`src/rtl/mem_arbiter.sv`:
```
// Arbitrates instruction-fetch and load/store requests onto a single memcontrol port.
// Define ARB_ROUND_ROBIN_EN to alternate between the ports on simultaneous requests instead of favouring LS.
module mem_arbiter (
  input  logic        clk_in,
  input  logic        rst_in,
  input  logic        rdy_in,
  input  logic        if_req,
  input  logic [31:0] if_addr,
  output logic        if_ready,
  output logic [31:0] if_data,
  input  logic        ls_req,
  input  logic [31:0] ls_addr,
  input  logic [1:0]  ls_size,
  input  logic        ls_wr,
  input  logic [31:0] ls_wdata,
  output logic        ls_ready,
  output logic [31:0] ls_data,
  input  logic        flush,
  output logic        mc_valid,
  output logic [31:0] mc_addr,
  output logic [1:0]  mc_size,
  output logic        mc_op_tpe,
  output logic [31:0] mc_wdata,
  input  logic        mc_ready,
  input  logic [31:0] mc_data
);

  localparam logic [1:0] IDLE    = 2'd0;
  localparam logic [1:0] BUSY_IF = 2'd1;
  localparam logic [1:0] BUSY_LS = 2'd2;
  localparam logic [1:0] RESP    = 2'd3;

  logic [1:0] state;
  logic       resp_ls;
  logic       if_flushed;
  logic       if_want;
  logic       grant_if;
  logic       grant_ls;

`ifdef ARB_ROUND_ROBIN_EN
  // last_grant: 0 = IF, 1 = LS
  logic last_grant;

  always_ff @(posedge clk_in or posedge rst_in) begin
    if (rst_in) begin
      last_grant <= 1'b0;
    end else if (grant_ls) begin
      last_grant <= 1'b1;
    end else if (grant_if) begin
      last_grant <= 1'b0;
    end
  end
`endif

  always_comb begin
    if_want  = if_req && !flush;
    grant_ls = 1'b0;
    grant_if = 1'b0;
    if (state == IDLE && rdy_in) begin
`ifdef ARB_ROUND_ROBIN_EN
      grant_ls = ls_req && (!if_want || !last_grant);
      grant_if = if_want && (!ls_req || last_grant);
`else
      grant_ls = ls_req;
      grant_if = if_want && !ls_req;
`endif
    end
  end

  // Ready pulses are combinational so a stalled RESP cycle simply postpones them.
  assign if_ready = (state == RESP) && !resp_ls && !if_flushed && !flush && rdy_in;
  assign ls_ready = (state == RESP) && resp_ls && rdy_in;

  always_ff @(posedge clk_in or posedge rst_in) begin
    if (rst_in) begin
      state      <= IDLE;
      resp_ls    <= 1'b0;
      if_flushed <= 1'b0;
      mc_valid   <= 1'b0;
      mc_addr    <= '0;
      mc_size    <= '0;
      mc_op_tpe  <= 1'b0;
      mc_wdata   <= '0;
      if_data    <= '0;
      ls_data    <= '0;
    end else begin
      // A flush is remembered even while stalled so the fetch result is never delivered.
      if (state == BUSY_IF && flush) begin
        if_flushed <= 1'b1;
      end
      if (rdy_in) begin
        case (state)
          IDLE: begin
            if (grant_ls) begin
              state     <= BUSY_LS;
              resp_ls   <= 1'b1;
              mc_valid  <= 1'b1;
              mc_addr   <= ls_addr;
              mc_size   <= ls_size;
              mc_op_tpe <= ls_wr;
              mc_wdata  <= ls_wdata;
            end else if (grant_if) begin
              state      <= BUSY_IF;
              resp_ls    <= 1'b0;
              if_flushed <= 1'b0;
              mc_valid   <= 1'b1;
              mc_addr    <= if_addr;
              mc_size    <= 2'b11;
              mc_op_tpe  <= 1'b0;
              mc_wdata   <= '0;
            end
          end
          BUSY_IF, BUSY_LS: begin
            if (mc_ready) begin
              state    <= RESP;
              mc_valid <= 1'b0;
              if (state == BUSY_IF) begin
                if (!if_flushed && !flush) begin
                  if_data <= mc_data;
                end
              end else if (!mc_op_tpe) begin
                ls_data <= mc_data;
              end
            end
          end
          RESP: begin
            state <= IDLE;
          end
          default: begin
            state <= IDLE;
          end
        endcase
      end
    end
  end

endmodule

```
`config.mk`:
```
export PLATFORM = sky130hd
export DESIGN_NAME = mem_arbiter
export DESIGN_NICKNAME = d
export VERILOG_FILES = /design/src/rtl/mem_arbiter.sv
export SDC_FILE = /design/constraint.sdc
export NUM_CORES = 1
export LEC_CHECK = 0
export BUFFER_PORTS_ARGS = -buffer_cell sky130_fd_sc_hd__buf_4
export CAP_MARGIN = 30
export CELL_PAD_IN_SITES_DETAIL_PLACEMENT = 0
export CELL_PAD_IN_SITES_GLOBAL_PLACEMENT = 1
export CORE_MARGIN = 2
export CORE_UTILIZATION = 32
export DETAILED_ROUTE_END_ITERATION = 6
export GPL_ROUTABILITY_DRIVEN = 0
export PLACE_DENSITY = 0.82
export SLEW_MARGIN = 40
export SYNTH_ARGS = -nofsm -noshare
export SYNTH_HDL_FRONTEND = slang
export SYNTH_SLANG_ARGS = --single-unit
```
`constraint.sdc`:
```
create_clock -name clk_in -period 4.6 [get_ports clk_in]
set_input_delay 0.92 -clock clk_in [delete_from_list [all_inputs] [get_ports clk_in]]
set_output_delay 0.92 -clock clk_in [all_outputs]
set_load 0.1 [all_outputs]
```
==> reports/results.txt <==
Status - finished clean
HPWL Detailed - 10.9 mm
RSZ-0062 raised after global routing - false
Crit-path slowest cell - o21a_1
Clock Latency Late Sink - 0.41 ns
Worst-case hold path end point - mc_wdata[26]$_DFFE_PP0P_
First-pass iteration count of the detailed router - 4
Final Slew Violations - 0
Final Skew - 0.00676 ns
Max_cap viols - 0
Post-Route WL - 15.1 mm
Largest net degree at the start of global routing - 114
Avg Synthesized Cell Area - 14.2 µm²
Cell count after synthesis - 404
Initial Util - 0.324
Remaining antenna violation count - 0
Setup slack, reg-to-reg - 1.96 ns
Die extent in y - 138 µm
H-tree depth - 4
Diodes inserted - 0
Via density - 4.80
Total CTS buffers - 17
Clk buf depth - 2
Most frequent cells in the layout - buf_4 (274), dfrtp_1 (136), nand2b_1 (35)
Synth Net Count - 546
GRT Residual Overflow - 0
I/O pin count - 272
Top Family by Delay on Critical Path - compound AO/OA/AOI/OAI gates
Worst-Margin Slew - 0.689 ns
Adder-Cell Fraction of Synth Area - 0.00869
Total GRT Usage - 0.159
Worst rel slew slack - 0.541
Final-report hold violation count - 0
Data required, critical path - 4.92 ns
Crit path max fanout - 35
Cells on worst reg2reg path - 6
Leading area contributor after synthesis - dfrtp_1
Yosys top cell area share - 0.591
Cts repair resizes - 0
Row cnt - 49
Crit path launch type - flip-flop
DIE WIDTH - 138 µm
Fillers - 1597
Crit path DAT - 2.96 ns
Setup TNS - 0 ns
Via count - 4343
Clk sink count - 136
Final Critical Period - 2.64 ns
Setup Crit Path Kind - flip-flop to flip-flop
Nets - 805
CTS tree - built
CORE AREA - 17800 µm²
Crit path cell chain - inv_1, ha_1, and2_2, o21a_1, buf_4, a2bb2oi_1
Main combinational cell family by area after synthesis - compound AO/OA/AOI/OAI gates
Register area share after synthesis - 0.591
Reg2reg start - state[1]$_DFFE_PP0P_
Final setup viols - 0
First-pass GRT wire length - 24.5 mm
Routed len/inst - 16.8 µm
Synth Area in Compound Gates - 0.153
Critical path capture point type - flip-flop
Xor/xnor cell area share of the yosys netlist - 0
Commonest non-fill, non-tap cell in the layout - buf_4
Tcrit/Tclk final - 0.574
Vias in the first global route - 4637
DRC viols - 0
Fmax - 378 MHz
Layout cells sized above 1 - 0.564
Simple-Gate Fraction of Synth Area - 0.0554
HP Class - flip-flop to flip-flop
Hold Path Stages - 1
Hold Crit Start - mc_wdata[26]$_DFFE_PP0P_
Setup bufs post-CTS - 0
Reg2reg end - mc_addr[21]$_DFFE_PP0P_
Area Overhead vs Synth - 47.7%
CP Buf/Inv Count - 2
Synth Register Bits - 136
CTS hold repair buffers - 0
Mapped Area - 5760 µm²
I/O Buffers - 271
Area of the die - 19100 µm²
Synth top area cells - dfrtp_1 (59%), mux2_4 (8.1%), mux2_2 (6.7%)
Multiplexer share of the synthesized area - 0.151
Initial drt markers - 172
Clk Tree Root Cell - clkbuf_16
Antenna violations before repair - 0
CP max stage delay - 0.66 ns
Clk slew on worst S/H paths - 0.06 ns
Post-synth cell types - 34
Syn. warnings - 0
## cell usage after synthesis
cell and count:
o311ai_0 1, nor4_1 1, a21oi_1 1, nand2b_1 36
o21ai_0 3, or4b_4 1, and2_2 1, nor2_1 1
buf_2 4, o31ai_1 32, inv_1 4, mux2_4 31
or3_2 1, o21a_1 1, clkbuf_2 1, ha_1 4
o221a_2 1, a22o_1 33, clkbuf_1 21, a2bb2oi_1 32
o22a_1 2, nor2b_1 1, nor3_1 1, dfrtp_1 136
buf_12 3, clkbuf_8 2, and3_2 2, nand2_1 5
mux2i_1 2, nand3_2 1, buf_6 2, mux2_2 34
o21ai_1 1, buf_1 2
## worst max-delay path by stage
stage	from	end	slack, ns	cells after the start
2_1_floorplan	rst_in	if_data[0]$_DFFE_PP0P_	0.04	1
3_3_place_gp	rdy_in	mc_addr[20]$_DFFE_PP0P_	1.83	5
3_5_place_dp	rdy_in	mc_addr[21]$_DFFE_PP0P_	1.64	5
4_1_cts	state[1]$_DFFE_PP0P_	mc_addr[21]$_DFFE_PP0P_	1.91	6
5_1_grt	state[0]$_DFFE_PP0P_	mc_addr[15]$_DFFE_PP0P_	1.71	6
6_report	state[1]$_DFFE_PP0P_	mc_addr[21]$_DFFE_PP0P_	1.96	6
## logic make-up (layout without fill, tap and decap cells)
logic type,after synthesis,in the layout
flip-flops,136,136
AO/OA/AOI/OAI,107,107
multiplexers,67,67
AND/OR/NAND/NOR,51,51
buffers and inverters,39,310
adder cells (fa/ha/maj),4,4
## per-stage QoR
| stage | setup slack (ns) | hold WS, ns | instance area, µm² | utilization | std cells |
|---|---|---|---|---|---|
| 6_report | 1.96 | 0.500 | 8500 | 0.478 | 904 |
| 5_1_grt | 1.71 | 0.517 | 8500 | 0.478 | 904 |
| 4_1_cts | 1.91 | 0.505 | 8480 | 0.477 | 903 |
| 3_5_place_dp | 1.64 | 0.487 | 7910 | 0.445 | 872 |
| 3_3_place_gp | 1.83 | 0.487 | 7890 | 0.444 | 872 |
| 2_1_floorplan | 0.0405 | 0.512 | 5760 | - | 404 |
## state kept, by name (all words and copies together), names as in the netlist
signal,flops
state,2
if_flushed,1
mc_wdata,32
if_data,32
mc_addr,32
mc_valid,1
resp_ls,1
ls_data,32
mc_op_tpe,1
mc_size,2
## metal layers
layer	GRT usage	vias to the layer above	routed length [µm]
met5	0	-	0
met4	0.0591	0	325
met3	0.0547	25	1120
met2	0.260	200	7300
met1	0.197	2104	6400
li1	-	2014	-
## layout make-up
| type | instances | area (µm²) | share of cell area |
|---|---|---|---|
| repair buffers | 275 | 2070 | 0.244 |
| flip-flops and latches | 136 | 3400 | 0.400 |
| clock buffers | 19 | 443 | 0.0521 |
| well taps | 229 | 287 | 0.0337 |
| multi-input cells | 229 | 2140 | 0.252 |
| clock inverters | 12 | 129 | 0.0152 |
| inverters | 4 | 27.5 | 0.00324 |
Power is not shown: default switching activity piles up to over one toggle a cycle in this logic, so the estimate is an artifact.
